--- config.mk ---
export PLATFORM = sky130hd
export DESIGN_NAME = parking_lot_tracker
export DESIGN_NICKNAME = d
export VERILOG_FILES = /design/src/rtl/parking_pkg.sv /design/src/rtl/parking_gate.sv /design/src/rtl/parking_lot_tracker.sv
export SDC_FILE = /design/constraint.sdc
export NUM_CORES = 1
export LEC_CHECK = 0
export ABC_AREA = 1
export BUFFER_PORTS_ARGS = -buffer_cell sky130_fd_sc_hd__buf_2
export CAP_MARGIN = 20
export CELL_PAD_IN_SITES_DETAIL_PLACEMENT = 1
export CELL_PAD_IN_SITES_GLOBAL_PLACEMENT = 1
export CORE_AREA = 3 3 62 122
export DETAILED_ROUTE_END_ITERATION = 10
export DIE_AREA = 0 0 65 125
export PLACE_DENSITY_LB_ADDON = 0.2
export SYNTH_ARGS = -nofsm -noshare
export SYNTH_HDL_FRONTEND = slang
export SYNTH_SLANG_ARGS = --single-unit
--- constraint.sdc ---
create_clock -name clk -period 2.8 [get_ports clk]
set_input_delay 0.14 -clock clk [delete_from_list [all_inputs] [get_ports clk]]
set_output_delay 0.14 -clock clk [all_outputs]
set_load 0.02 [all_outputs]
--- src/rtl/parking_pkg.sv ---
// Shared types and helpers for the parking-lot occupancy tracker.
// Gate direction FSM encoding, {outer,inner} sensor codes and a small popcount.
package parking_pkg;

  typedef enum logic [2:0] {
    IDLE        = 3'd0,
    ENTER_OUTER = 3'd1,
    ENTER_BOTH  = 3'd2,
    ENTER_INNER = 3'd3,
    EXIT_INNER  = 3'd4,
    EXIT_BOTH   = 3'd5,
    EXIT_OUTER  = 3'd6
  } gate_state_t;

  // Filtered sensor pair, packed as {outer, inner}.
  localparam logic [1:0] SENSOR_NONE  = 2'b00;
  localparam logic [1:0] SENSOR_INNER = 2'b01;
  localparam logic [1:0] SENSOR_OUTER = 2'b10;
  localparam logic [1:0] SENSOR_BOTH  = 2'b11;

  // Number of set bits in up to eight per-gate pulses.
  function automatic logic [3:0] popcount(input logic [7:0] v);
    logic [3:0] n;
    n = '0;
    for (int i = 0; i < 8; i++) n = n + {3'b000, v[i]};
    return n;
  endfunction

endpackage

--- src/rtl/parking_gate.sv ---
// One parking gate: 2-flop synchronisers and debounce filters on the outer and
// inner beams, followed by the 7-state direction FSM that classifies complete
// car passages into registered one-cycle enter/exit pulses.
// The FSM state is exposed on state_dbg.
module parking_gate
  import parking_pkg::*;
#(
  parameter int DEBOUNCE_CYCLES = 4
) (
  input  logic        clk,
  input  logic        reset_n,
  input  logic        outer,
  input  logic        inner,
  output logic        enter_pulse,
  output logic        exit_pulse,
  output gate_state_t state_dbg
);

  localparam int DB_W = (DEBOUNCE_CYCLES > 1) ? $clog2(DEBOUNCE_CYCLES) : 1;
  localparam logic [DB_W-1:0] DB_LAST = DB_W'(DEBOUNCE_CYCLES - 1);

  logic [1:0]      meta_q, meta_d;
  logic [1:0]      sync_q, sync_d;
  logic [1:0]      filt_q, filt_d;
  logic [DB_W-1:0] cnt_q [2];
  logic [DB_W-1:0] cnt_d [2];
  gate_state_t     state_q, state_d;
  logic            enter_q, enter_d;
  logic            exit_q, exit_d;

  // Synchroniser chain plus debounce: a bit is accepted once the synced value
  // has disagreed with the filtered value for DEBOUNCE_CYCLES straight cycles;
  // any cycle of agreement restarts the count.
  always_comb begin
    meta_d = {outer, inner};
    sync_d = meta_q;
    filt_d = filt_q;
    for (int b = 0; b < 2; b++) begin
      cnt_d[b] = '0;
      if (sync_q[b] != filt_q[b]) begin
        if (cnt_q[b] == DB_LAST) filt_d[b] = sync_q[b];
        else                     cnt_d[b] = cnt_q[b] + 1'b1;
      end
    end
  end

  // Direction FSM on the filtered {outer,inner}; events only fire when both
  // beams clear after the car went through the matching *_BOTH state.
  always_comb begin
    state_d = state_q;
    enter_d = 1'b0;
    exit_d  = 1'b0;
    case (state_q)
      IDLE: begin
        if (filt_q == SENSOR_OUTER)      state_d = ENTER_OUTER;
        else if (filt_q == SENSOR_INNER) state_d = EXIT_INNER;
      end
      ENTER_OUTER: begin
        if (filt_q == SENSOR_BOTH)       state_d = ENTER_BOTH;
        else if (filt_q != SENSOR_OUTER) state_d = IDLE;
      end
      ENTER_BOTH: begin
        if (filt_q == SENSOR_INNER)      state_d = ENTER_INNER;
        else if (filt_q == SENSOR_OUTER) state_d = ENTER_OUTER;
        else if (filt_q == SENSOR_NONE)  state_d = IDLE;
      end
      ENTER_INNER: begin
        if (filt_q == SENSOR_NONE) begin
          state_d = IDLE;
          enter_d = 1'b1;
        end else if (filt_q == SENSOR_BOTH) begin
          state_d = ENTER_BOTH;
        end
      end
      EXIT_INNER: begin
        if (filt_q == SENSOR_BOTH)       state_d = EXIT_BOTH;
        else if (filt_q != SENSOR_INNER) state_d = IDLE;
      end
      EXIT_BOTH: begin
        if (filt_q == SENSOR_OUTER)      state_d = EXIT_OUTER;
        else if (filt_q == SENSOR_INNER) state_d = EXIT_INNER;
        else if (filt_q == SENSOR_NONE)  state_d = IDLE;
      end
      EXIT_OUTER: begin
        if (filt_q == SENSOR_NONE) begin
          state_d = IDLE;
          exit_d  = 1'b1;
        end else if (filt_q == SENSOR_BOTH) begin
          state_d = EXIT_BOTH;
        end
      end
      default: state_d = IDLE;
    endcase
  end

  // All gate state; reset discards any passage in progress.
  always_ff @(posedge clk or negedge reset_n) begin
    if (!reset_n) begin
      meta_q   <= '0;
      sync_q   <= '0;
      filt_q   <= '0;
      cnt_q[0] <= '0;
      cnt_q[1] <= '0;
      state_q  <= IDLE;
      enter_q  <= 1'b0;
      exit_q   <= 1'b0;
    end else begin
      meta_q   <= meta_d;
      sync_q   <= sync_d;
      filt_q   <= filt_d;
      cnt_q[0] <= cnt_d[0];
      cnt_q[1] <= cnt_d[1];
      state_q  <= state_d;
      enter_q  <= enter_d;
      exit_q   <= exit_d;
    end
  end

  assign enter_pulse = enter_q;
  assign exit_pulse  = exit_q;
  assign state_dbg   = state_q;

endmodule

--- src/rtl/parking_lot_tracker.sv ---
// Multi-gate parking-lot occupancy tracker.
// NUM_GATES parking_gate instances feed one saturating occupancy counter with
// registered full/empty flags and sticky overflow/underflow flags.
// Optional macro PARKING_STATS_EN adds lifetime total_entries/total_exits.
// gate_state_dbg carries each gate's FSM state, 3 bits per gate.
module parking_lot_tracker
  import parking_pkg::*;
#(
  parameter  int NUM_GATES       = 2,
  parameter  int CAPACITY        = 15,
  parameter  int DEBOUNCE_CYCLES = 4,
  localparam int CNT_W           = $clog2(CAPACITY + 1)
) (
  input  logic                   clk,
  input  logic                   reset_n,
  input  logic [NUM_GATES-1:0]   outer,
  input  logic [NUM_GATES-1:0]   inner,
  input  logic                   clear,
  output logic [NUM_GATES-1:0]   enter_pulse,
  output logic [NUM_GATES-1:0]   exit_pulse,
`ifdef PARKING_STATS_EN
  output logic [15:0]            total_entries,
  output logic [15:0]            total_exits,
`endif
  output logic [CNT_W-1:0]       occupancy,
  output logic                   full,
  output logic                   empty,
  output logic                   overflow_err,
  output logic                   underflow_err,
  output logic [3*NUM_GATES-1:0] gate_state_dbg
);

  localparam int NET_W = CNT_W + 2;
  localparam logic signed [NET_W-1:0] CAP_S = NET_W'(CAPACITY);
  localparam logic [CNT_W-1:0]        CAP_U = CNT_W'(CAPACITY);

  for (genvar g = 0; g < NUM_GATES; g++) begin : g_gate
    gate_state_t gate_st;
    parking_gate #(
      .DEBOUNCE_CYCLES(DEBOUNCE_CYCLES)
    ) u_gate (
      .clk        (clk),
      .reset_n    (reset_n),
      .outer      (outer[g]),
      .inner      (inner[g]),
      .enter_pulse(enter_pulse[g]),
      .exit_pulse (exit_pulse[g]),
      .state_dbg  (gate_st)
    );
    assign gate_state_dbg[3*g +: 3] = gate_st;
  end

  logic [3:0]              en_cnt, ex_cnt;
  logic signed [NET_W-1:0] net, sum;
  logic [CNT_W-1:0]        occ_q, occ_d;
  logic                    full_q, full_d;
  logic                    empty_q, empty_d;
  logic                    ovf_q, ovf_d;
  logic                    unf_q, unf_d;

  // Merge all gate pulses of this cycle into one signed step, clamp the sum
  // into 0..CAPACITY and latch errors; clear wins over accumulation.
  always_comb begin
    en_cnt  = popcount(8'(enter_pulse));
    ex_cnt  = popcount(8'(exit_pulse));
    net     = NET_W'(en_cnt) - NET_W'(ex_cnt);
    sum     = $signed({2'b00, occ_q}) + net;
    occ_d   = occ_q;
    ovf_d   = ovf_q;
    unf_d   = unf_q;
    if (clear) begin
      occ_d = '0;
      ovf_d = 1'b0;
      unf_d = 1'b0;
    end else if (sum[NET_W-1]) begin
      occ_d = '0;
      unf_d = 1'b1;
    end else if (sum > CAP_S) begin
      occ_d = CAP_U;
      ovf_d = 1'b1;
    end else begin
      occ_d = sum[CNT_W-1:0];
    end
    full_d  = (occ_d == CAP_U);
    empty_d = (occ_d == '0);
  end

  // Occupancy, flags and errors, registered together.
  always_ff @(posedge clk or negedge reset_n) begin
    if (!reset_n) begin
      occ_q   <= '0;
      full_q  <= 1'b0;
      empty_q <= 1'b1;
      ovf_q   <= 1'b0;
      unf_q   <= 1'b0;
    end else begin
      occ_q   <= occ_d;
      full_q  <= full_d;
      empty_q <= empty_d;
      ovf_q   <= ovf_d;
      unf_q   <= unf_d;
    end
  end

  assign occupancy     = occ_q;
  assign full          = full_q;
  assign empty         = empty_q;
  assign overflow_err  = ovf_q;
  assign underflow_err = unf_q;

`ifdef PARKING_STATS_EN
  logic [15:0] tot_en_q, tot_en_d;
  logic [15:0] tot_ex_q, tot_ex_d;

  // Lifetime pulse totals, including clamped events; wrap naturally at 16 bits.
  always_comb begin
    tot_en_d = tot_en_q + 16'(en_cnt);
    tot_ex_d = tot_ex_q + 16'(ex_cnt);
  end

  // Totals survive clear; only reset_n zeroes them.
  always_ff @(posedge clk or negedge reset_n) begin
    if (!reset_n) begin
      tot_en_q <= '0;
      tot_ex_q <= '0;
    end else begin
      tot_en_q <= tot_en_d;
      tot_ex_q <= tot_ex_d;
    end
  end

  assign total_entries = tot_en_q;
  assign total_exits   = tot_ex_q;
`endif

endmodule
# ---- Word level (Yosys, flattened, before mapping)
# Index checks and enable logic that the tools add are counted.
dict set report op_classes {
  addsub 8
  multipliers 0
  div_mod_pow 0
  magnitude_cmp 1
  eq_ne 42
  n_shift 0
  muxes 54
  bitwise_logic 0
  n_reduce_logical 14
}
# operator n
set op_table {}
lappend op_table {{3-bit two-way mux} 30}
lappend op_table {{3-bit one-hot mux with 7 select lines} 2}
lappend op_table {{3-bit by 1-bit != test with 1-bit output (second input constant)} 10}
lappend op_table {{3-bit equality test (second input constant)} 6}
lappend op_table {{2-bit equality test (second input constant)} 8}
lappend op_table {{2-bit two-way mux} 8}
lappend op_table {{3-bit by 2-bit equality test with 1-bit output (second input constant)} 4}
lappend op_table {{4-bit two-way mux} 3}
lappend op_table {{1-bit two-way mux} 11}
lappend op_table {{2-bit AND reduction} 5}
lappend op_table {{5-bit AND reduction} 2}
lappend op_table {{2-bit by 1-bit adder with 2-bit output (second input constant)} 4}
lappend op_table {{5-bit by 3-bit adder with 6-bit output} 1}
lappend op_table {{3-bit by 1-bit equality test with 1-bit output (second input constant)} 2}
lappend op_table {{6-bit by 5-bit greater-than comparator with 1-bit output (second input constant)} 1}
lappend op_table {{3-bit logical NOT} 2}
lappend op_table {{2-bit != test (second input constant)} 3}
lappend op_table {{1-bit by 1-bit adder with 2-bit output} 2}
lappend op_table {{2-bit by 1-bit equality test with 1-bit output (second input constant)} 2}
lappend op_table {{4-bit equality test (second input constant)} 1}
lappend op_table {{2-bit logical NOT} 2}
lappend op_table {{4-bit logical NOT} 1}
lappend op_table {{1-bit != test} 4}
lappend op_table {{2-bit by 1-bit != test with 1-bit output (second input constant)} 2}
lappend op_table {{other kinds (2)} 3}
dict set report totals {
  reg_bits 38
  latch_bits 0
  ram_bits 0
  rom_bits 0
  inputBits 7
  out_inout_bits 18
  word_cells 142
  n_memories 0
}

# ---- Logic depth before layout (Yosys ltp)
# Gate-level depths: netlist of run 1.
dict set report depth {
  word_depth 8
  mapped_depth 19
}

# ---- Cells and area by module
# From an unflattened synthesis of run 1, not the netlist that was laid out.
dict set report hier_totals {
  cells_unflattened 286
  hier_area_um2 2356.0
}
# module n_inst cells_each area_each_um2 seq_area_each_um2
set modules_own_cells {}
lappend modules_own_cells {{parking_gate at g_gate[0].u_gate} 1 106 888.4 375.4}
lappend modules_own_cells {{parking_gate at g_gate[1].u_gate} 1 104 855.8 375.4}
lappend modules_own_cells {parking_lot_tracker 1 76 611.8 201.4}

# ---- Worst setup path after synthesis of run 1
# No wires, ideal clock.
dict set report synth_timing {
  path_type {register to register}
  from {reg g_gate[0].u_gate.exit_q}
  to {reg empty_q (netlist: empty)}
  setup_time_ps 67
  arrival_time_ps 2446
  path_slack_ps 287
  stages_incl_launch_ff 14
  period_less_slack_ps 2513
  path_cell_list {dfrtp_1 > fa_1 > inv_1 > ha_1 > inv_1 > ha_1 > fa_1 > nor2_2 > nor2_1 > nand3_2 > nand3_1 > nand2_1 > nand2_1 > nor2_1}
}
dict set report synth_between {
  elab_chain_len 8
}
# element line_no
set synth_rtl {}
lappend synth_rtl {{start, declared} parking_gate.sv:29} ;# logic exit_q, exit_d;
lappend synth_rtl {{start signal, assigned} parking_gate.sv:115} ;# exit_q <= exit_d;
lappend synth_rtl {{1-bit by 1-bit adder with 2-bit output *} parking_pkg.sv:25} ;# for (int i = 0; i < 8; i++) n = n + {3'b000, v[i]};
lappend synth_rtl {{2-bit by 2-bit subtractor with 3-bit output *} parking_lot_tracker.sv:66} ;# net = NET_W'(en_cnt) - NET_W'(ex_cnt);
lappend synth_rtl {{5-bit by 3-bit adder with 6-bit output *} parking_lot_tracker.sv:67} ;# sum = $signed({2'b00, occ_q}) + net;
lappend synth_rtl {{6-bit by 5-bit greater-than comparator with 1-bit output} parking_lot_tracker.sv:78} ;# end else if (sum > CAP_S) begin
lappend synth_rtl {{4-bit two-way mux} parking_lot_tracker.sv:78}
lappend synth_rtl {{4-bit two-way mux *} parking_lot_tracker.sv:75} ;# end else if (sum[NET_W-1]) begin
lappend synth_rtl {{4-bit two-way mux *} parking_lot_tracker.sv:71} ;# if (clear) begin
lappend synth_rtl {{4-bit logical NOT *} parking_lot_tracker.sv:85} ;# empty_d = (occ_d == '0);
lappend synth_rtl {{named net empty_d} parking_lot_tracker.sv:57} ;# logic empty_q, empty_d;
lappend synth_rtl {{end signal, assigned} parking_lot_tracker.sv:99} ;# empty_q <= empty_d;
lappend synth_rtl {{end, declared} parking_lot_tracker.sv:57}
# Mark *: on every way through the listed nets, which the timed path passes. The rest lies on a longest branch.
# A chain may end at the register's enable or synchronous reset.

# ---- Final worst setup path of run 1
dict set report layout_timing {
  from {reg g_gate[1].u_gate.exit_q}
  to {reg empty_q (netlist: empty)}
}
dict set report layout_between {
  elab_chain_len 8
}
# element line_no
set layout_rtl {}
lappend layout_rtl {{start, declared} parking_gate.sv:29}
lappend layout_rtl {{start signal, assigned} parking_gate.sv:115}
lappend layout_rtl {{1-bit by 1-bit adder with 2-bit output *} parking_pkg.sv:25}
lappend layout_rtl {{2-bit by 2-bit subtractor with 3-bit output *} parking_lot_tracker.sv:66}
lappend layout_rtl {{5-bit by 3-bit adder with 6-bit output *} parking_lot_tracker.sv:67}
lappend layout_rtl {{6-bit by 5-bit greater-than comparator with 1-bit output} parking_lot_tracker.sv:78}
lappend layout_rtl {{4-bit two-way mux} parking_lot_tracker.sv:78}
lappend layout_rtl {{4-bit two-way mux *} parking_lot_tracker.sv:75}
lappend layout_rtl {{4-bit two-way mux *} parking_lot_tracker.sv:71}
lappend layout_rtl {{4-bit logical NOT *} parking_lot_tracker.sv:85}
lappend layout_rtl {{named net empty_d} parking_lot_tracker.sv:57}
# Marked as above.

==> results.py, run 1 <==
metrics = {
    "die": {
        "die_height_microns": 125,
        "die_area_sq_um": 8130,
        "initial_core_util_pct": 31.8,
        "die_w_microns": 65,
        "core-area_sq_um": 6670,
        "io_pins": 25,
        "rows": 42,
    },
    "synthesis": {
        "post-synth-top-area-cell": "dfrtp_1",
        "synth_xor_area_share_pct": 2.48,
        "syn_nets": 266,
        "async_flop_share_pct": 100,
        "synthSimpleGateAreaFrac_pct": 22.1,
        "ys.flop_type": "dfrtp_1",
        "synthTopCellsByArea": "dfrtp_1, ha_1, inv_1, nand2_1, nand3_1",
        "synth_edf_count": 0,
        "synth_top_family_by_area": "simple AND/OR/NAND/NOR gates",
        "syn_area_per_cell_sq_um": 8.83,
        "synth_top_area_share_pct": 43.7,
        "synthesis.area_sq_um": 2120,
        "synth-seq-cells": 38,
        "synth_mux_area_share_pct": 0,
        "yosys.cell_types.count": 31,
        "yosysSeqAreaShare_pct": 44.9,
        "synth-compound-area-share_pct": 9.56,
        "synthAdderAreaFrac_pct": 11.9,
        "synth_cells": 240,
        "yosys_warnings": 0,
    },
    "critical_path": {
        "cp.arrival_ns": 2.82,
        "r2r_cells": 18,
        "r2r_start": "g_gate[1].u_gate.exit_pulse",
        "r2r_end": "empty",
        "criticalPathCategory": "flop to flop",
        "startpoint_type": "flop",
        "crit_path_max_fanout": 4,
        "crit_required_ns": 3.01,
        "rrSetupSlack_ns": 0.19,
        "end_kind": "flop",
    },
    "grt": {
        "grt_pass1_wl_microns": 8390,
        "antenna_found_initial": 0,
        "grt_use_total_pct": 13.1,
        "grt_pass1_vias": 1870,
        "grt_overflow": 0,
        "grt_max_degree": 39,
    },
    "route": {
        "drt-total-wl_microns": 4820,
        "vias": 1744,
        "drc_errors": 0,
        "wl_per_cell_microns": 13.4,
        "drt_pass1_iterations": 4,
        "drt_iter0_drc": 39,
        "ant_nets": 0,
        "vias_per_cell": 4.84,
    },
    "power_and_ir_drop": {
        "powerDensity_nw_per_um2": 845,
        "p_leak_nw": 1.33,
        "ir_drop_uv": 325,
    },
    "sta": {
        "hold_ws_ns": -0.0289,
        "maxSlewViolCount": 0,
        "slew_headroom_pct": 42.8,
        "finalCriticalPeriod_ns": 2.61,
        "rsz0062_at_grt": "yes",
        "finalCritPeriodShare_pct": 93.3,
        "setup_violations": 0,
        "fin_skew_ns": 0.00375,
        "hold_viol": 37,
        "final.setup.worst_slack_ns": 0.187,
        "tightestPinTransition_ns": 0.858,
        "clock.fmax_ghz": 0.383,
    },
    "layout": {
        "drive_above_1_share_pct": 25.0,
        "layout.filler_cells": 807,
        "multi_input_area_sq_um": 1050,
        "area_growth_pct": 22.4,
        "layout.nets": 297,
        "final_area_sq_um": 2590,
        "seq_area_sq_um": 952,
        "antenna_cells": 0,
        "final_util_pct": 38.9,
    },
    "clocking": {
        "htreeDepth": 2,
        "root_buffer": "clkbuf_16",
        "clk-insertion-delay-late_ns": 0.28,
        "cts.sink_count": 38,
        "cts_tree": "built",
        "cts_buffers": 5,
        "clock_path_buffers": 2,
        "clk_pin_slew_worst_paths_ns": 0.05,
    },
    "placed_design": {
        "place_ws_ns": 0.0536,
        "place.gp.congestion": 0.789,
        "place_area_sq_um": 2320,
        "port_buffers": 24,
        "hpwlAfterDp_microns": 3780,
    },
    "job": {
        "maxCapViolCount": 0,
    },
    "status": {
        "violations": "hold timing",
        "status": "finished with violations",
    },
    "hold_path": {
        "min_path_type": "primary input to asynchronous set/reset pin",
    },
}
==> power breakdown <==
| group | switching, W | internal, W | leakage [nW] |
|---|---|---|---|
| registers | 0.000120 | 0.000670 | 0.490 |
| clock network | 0.000199 | 0.000420 | 0.0781 |
| logic | 0.000508 | 0.000274 | 0.767 |
| total | 0.000828 | 0.00137 | 1.33 |
==> registers in the layout (all words and copies together) (netlist names) <==
register                   count
g_gate.u_gate.sync_q           4
occupancy                      4
g_gate.u_gate.state_dbg        6
overflow_err                   1
empty                          1
g_gate.u_gate.enter_pulse      2
full                           1
g_gate.u_gate.exit_pulse       2
underflow_err                  1
g_gate.u_gate.cnt_q            8
g_gate.u_gate.filt_q           4
g_gate.u_gate.meta_q           4
==> cells by family after synthesis <==
group,after synthesis
compound gates,33
xor+xnor,6
fa+ha+maj,19
buf+inv,47
flops,38
simple gates,97
==> layer usage <==
layer | up-vias | global-route usage [%] | part of all wire (%)
li1 | 846 | - | -
met1 | 864 | 13.0 | 37
met2 | 26 | 25.0 | 59
met3 | 8 | 2.51 | 2.8
met4 | 0 | 6.23 | 1.8
met5 | - | 0 | 0
==> worst max-delay path, cell delays in order (launching register included) <==
cell and delay [ns]:
dfrtp_1 0.40, fa_1 0.46, inv_1 0.07, ha_2 0.16, inv_2 0.05, ha_4 0.28
inv_4 0.04, ha_4 0.24, nand2_2 0.04, nand2_2 0.06, nand2_2 0.04, nand2_2 0.07
nand2_2 0.07, nand2_4 0.09, nand2_4 0.06, a21oi_4 0.22, nand2_2 0.09, nand2_1 0.07
nor2_1 0.04
==> placed cells by master, fill, tap and decap left out, types with 2 or more instances in the layout <==
cell type	n
dfrtp_1	37
inv_2	10
nor3_1	9
nand4_1	10
o211ai_1	2
ha_1	13
a21oi_1	3
ha_2	2
nand2_1	25
ha_4	2
buf_2	24
clkbuf_16	5
o21ai_0	13
nor2_1	15
o31ai_1	2
inv_1	32
nand2_4	2
clkbuf_1	2
nand2_2	14
xnor2_1	5
o21ai_1	6
a211oi_1	2
nand3_1	17
dlygate4sd3_1	4
==> worst max path at each step <==
stage                                 startpoint     to  slack (ns)  cells past startpoint
floorplan            g_gate[0].u_gate.exit_pulse  empty        0.29                     13
global placement     g_gate[0].u_gate.exit_pulse  empty        0.09                     13
detailed placement   g_gate[0].u_gate.exit_pulse  empty        0.05                     13
CTS                  g_gate[0].u_gate.exit_pulse  empty        0.05                     13
global route        g_gate[1].u_gate.enter_pulse   full       -0.06                     16
finish               g_gate[1].u_gate.exit_pulse  empty        0.19                     18
==> synthesized netlist by cell type (all sizes together) (4+ instances only) <==
cell type  instances
inv               43
nand2             41
dfrtp             37
o21ai             20
nand3             18
ha                17
nor2              16
nand4             10
nor3              10
xnor2              5
a21oi              4
buf                4
==> through the flow <==
stage / hold slack (ns) / cells / power (W) / setup TNS, ns
final: -0.0289 / 360 / 0.00219 / 0
after global routing: 0.0438 / 360 / 0.00238 / -0.0855
after CTS: 0.0112 / 360 / 0.00223 / 0
after detailed placement: 0.250 / 348 / 0.00158 / 0
after global placement: 0.248 / 348 / 0.00157 / 0
after floorplan: -0.156 / 240 / 0.00134 / 0
==> layout make-up <==
type | count | area share [%]
Clock inverter | 1 | 1.16
Sequential cell | 38 | 36.7
Clock buffer | 7 | 5.11
Tap cell | 88 | 4.24
Multi-Input combinational cell | 155 | 40.3
Inverter | 43 | 6.32
Timing Repair Buffer | 28 | 6.17
==> timing repair <==
action,4_1_cts,5_1_grt
endpoints found under the setup margin,0,7
setup buffers,0,0
hold buffers,4,0
hold endpoints to repair,4,0
gates resized for setup,0,19
Note: power is estimated with default switching activity, not from simulation.
==> run 2, diff against run 1 <==
--- a/config.mk
+++ b/config.mk
@@ -5,14 +5,13 @@
 export SDC_FILE = /design/constraint.sdc
 export NUM_CORES = 1
 export LEC_CHECK = 0
-export ABC_AREA = 1
 export BUFFER_PORTS_ARGS = -buffer_cell sky130_fd_sc_hd__buf_2
 export CAP_MARGIN = 20
 export CELL_PAD_IN_SITES_DETAIL_PLACEMENT = 1
 export CELL_PAD_IN_SITES_GLOBAL_PLACEMENT = 1
-export CORE_AREA = 3 3 62 122
+export CORE_AREA = 3 3 88 90
 export DETAILED_ROUTE_END_ITERATION = 10
-export DIE_AREA = 0 0 65 125
+export DIE_AREA = 0 0 91 93
 export PLACE_DENSITY_LB_ADDON = 0.2
 export SYNTH_ARGS = -nofsm -noshare
 export SYNTH_HDL_FRONTEND = slang
==> run 2 against run 1 <==
Effect of this change:
- the flow finishes with violations (setup timing)
- first-iteration DRC count unchanged
- sequential power grew 4.7%
- non-clock buffer count increased by 12
- fmax down 9.0%
- die area rose by 4.2%
- routed wire length is 0.97% lower
- sequential share of layout area shrank 1.8 points
- final area is 5.2% higher
- combinational power up 6.8%
- flip-flop and latch count unchanged
- register-to-register slack got worse by 0.26 ns
- critical path type unchanged
==> results.py, run 2 <==
metrics = {
    "layout": {
        "area_growth_pct": 22.4,
        "final_area_sq_um": 2730,
        "stdcell_count": 360,
        "antenna_cells": 0,
        "layout.filler_cells": 837,
        "drive_above_1_share_pct": 27.6,
        "final_cell_mix": "dfrtp_1, buf_2, nand2_1",
        "layout.nets": 286,
        "largest_reg_flops": 8,
        "largest-register": "g_gate.u_gate.cnt_q",
        "layout.cells.most_common": "dfrtp_1",
        "final_util_pct": 38.3,
    },
    "die": {
        "initial_core_util_pct": 31.2,
        "die_area_sq_um": 8460,
        "io_pins": 25,
        "die_height_microns": 93,
        "die_w_microns": 91,
        "rows": 31,
        "core-area_sq_um": 7140,
    },
    "synthesis": {
        "yosys-top-cells-count": "dfrtp_1, ha_1, inv_1",
        "post-synth-top-area-cell": "dfrtp_1",
        "ys.flop_type": "dfrtp_1",
        "synth_most_common_cell": "dfrtp_1",
        "yosys.cell_types.count": 53,
        "synth-seq-cells": 38,
        "synthTopCellsByArea": "dfrtp_1, ha_1, o21ai_0, inv_1, nand2_1",
        "synth_cells": 228,
        "async_flop_share_pct": 100,
        "synth_edf_count": 0,
        "yosys_warnings": 0,
        "syn_nets": 254,
        "synthesis.area_sq_um": 2230,
        "yosysSeqAreaShare_pct": 42.7,
        "synth_top_area_share_pct": 41.5,
        "syn_area_per_cell_sq_um": 9.78,
    },
    "sta": {
        "setup_violations": 2,
        "finalCritPeriodShare_pct": 103,
        "tightestPinTransition_ns": 0.815,
        "finalCriticalPeriod_ns": 2.87,
        "fin_skew_ns": 0.00634,
        "final.setup.worst_slack_ns": -0.0717,
        "rsz0062_at_grt": "yes",
        "maxSlewViolCount": 0,
        "slew_headroom_pct": 45.7,
        "clock.fmax_ghz": 0.348,
        "hold_viol": 0,
        "tns_ns": -0.0842,
        "hold_ws_ns": 0.106,
    },
    "route": {
        "wl_per_cell_microns": 13.3,
        "drc_errors": 0,
        "drt_iter0_drc": 39,
        "drt_pass1_iterations": 4,
        "vias": 1757,
        "ant_nets": 0,
        "drt-total-wl_microns": 4770,
        "vias_per_cell": 4.88,
    },
    "placed_design": {
        "placed_cells": 344,
        "place_area_sq_um": 2480,
        "port_buffers": 24,
        "place.gp.congestion": 0.770,
        "hpwlAfterDp_microns": 3490,
    },
    "power_and_ir_drop": {
        "powerDensity_nw_per_um2": 755,
        "ir_drop_uv": 291,
        "p_leak_nw": 1.20,
    },
    "grt": {
        "grt_overflow": 0,
        "grt_pass1_wl_microns": 8360,
        "grt_pass1_vias": 1848,
        "grt_max_degree": 39,
        "antenna_found_initial": 0,
        "grt_use_total_pct": 11.9,
    },
    "clocking": {
        "clock_path_buffers": 2,
        "cts_tree": "built",
        "htreeDepth": 2,
        "clk_pin_slew_worst_paths_ns": 0.08,
        "root_buffer": "clkbuf_8",
        "cts.sink_count": 38,
        "cts_buffers": 5,
        "clk-insertion-delay-late_ns": 0.29,
    },
    "critical_path": {
        "crit_path_max_incr_delay_ns": 0.55,
        "criticalPathCategory": "flop to flop",
        "crit_path_max_fanout": 3,
        "cp.arrival_ns": 3.09,
        "end_kind": "flop",
        "crit_chain": "fa_1 -> inv_2 -> ha_4 -> inv_4 -> ha_4 -> fa_2 -> or4b_4 -> and4_4 -> a21o_1 -> o21ai_2 -> nor3_2",
        "cp_common_cell": "ha_4",
        "crit_required_ns": 3.01,
        "startpoint_type": "flop",
        "cp_slowest_cell": "fa_1",
    },
    "status": {
        "violations": "setup timing",
        "status": "finished with violations",
    },
    "job": {
        "maxCapViolCount": 0,
    },
    "hold_path": {
        "min_path_type": "primary input to flop",
    },
}
run 2: changes by cell type after synthesis, moves of 4 or more:
cell      previous run  this run
inv_2                8         0
a21oi_1              3        11
nor2b_1              0         7
clkbuf_1             0         4
o21ai_1              6         0
nand4_1             10         1
nand2b_1             0         4
nand3b_1             1         6
o22ai_1              0         5
nand2_2             10         0
nand2_1             31        15
nand3_1             17         4
inv_1               35        17
run 2: path summary, 6_finish.rpt:
check,from,end,slack [ns],cells after the start
worst max-delay path,g_gate[0].u_gate.exit_pulse,empty,-0.07,11
worst min-delay path,clear,overflow_err,0.11,2
worst max register to register,g_gate[0].u_gate.exit_pulse,empty,-0.07,11
worst min register to register,g_gate[1].u_gate.meta_q[1],g_gate[1].u_gate.sync_q[1],0.35,0
max in group asynchronous,reset_n,g_gate[1].u_gate.sync_q[0],1.80,2
min in group asynchronous,reset_n,full,0.49,2
run 2: per-layer routing:
metal	wire [microns]	global-route usage, %	vias to the layer above
met3	145	2.90	4
met4	32	3.27	0
li1	-	-	861
met5	0	0	-
met1	2270	15.3	876
met2	2330	19.9	16
run 2: layout make-up:
type | instances | area, sq um | share of cell area, %
multi-input cells | 158 | 1240 | 45.3
flip-flops and latches | 38 | 952 | 34.9
repair buffers | 40 | 253 | 9.26
well taps | 99 | 124 | 4.54
clock buffers | 6 | 82.6 | 3.02
inverters | 17 | 66.3 | 2.43
clock inverters | 2 | 16.3 | 0.596
run 2: kinds of logic (layout without fill, tap and decap cells):
logic type | Yosys count | count (layout) | synth area share, %
DFF | 38 | 38 | 42.7
xor gates and xnor gates | 6 | 6 | 2.36
and+or+nand+nor | 73 | 73 | 18.1
adders and majority gates | 19 | 19 | 11.3
muxes | 4 | 4 | 2.13
AOI/OAI and AO/OA | 56 | 56 | 16.4
buffers and inverters | 32 | 65 | 7.01
run 2: timing repair:
| action | in CTS | in global routing |
|---|---|---|
| endpoints found under the hold margin | 41 | 0 |
| buffers inserted | 3 | 0 |
| resized for setup | 10 | 7 |
| pin swaps | 2 | 3 |
| endpoints found under the setup margin | 6 | 8 |
| hold buffers | 5 | 0 |
run 2: report_power, final:
| part | internal (W) | switching [W] | leakage (nW) |
|---|---|---|---|
| sequential | 0.000666 | 0.000161 | 0.490 |
| clock | 0.000203 | 0.000196 | 0.0478 |
| combinational | 0.000389 | 0.000445 | 0.667 |
| total | 0.00126 | 0.000803 | 1.20 |
run 2: worst max-delay path, delay by kind of cell (launching register included):
| family | cells | cell delay (ns) |
|---|---|---|
| AO/OA/AOI/OAI | 2 | 0.25 |
| adder cells (fa/ha/maj) | 4 | 1.26 |
| buffers and inverters | 2 | 0.09 |
| flip-flops | 1 | 0.40 |
| AND/OR/NAND/NOR | 3 | 0.78 |
run 2: stage by stage:
stage	total power, W	setup WS, ns
finish	0.00206	-0.0717
global route	0.00225	-0.196
CTS	0.00210	-0.0960
detailed placement	0.00166	-0.135
global placement	0.00165	-0.0876
floorplan	0.00146	-0.107
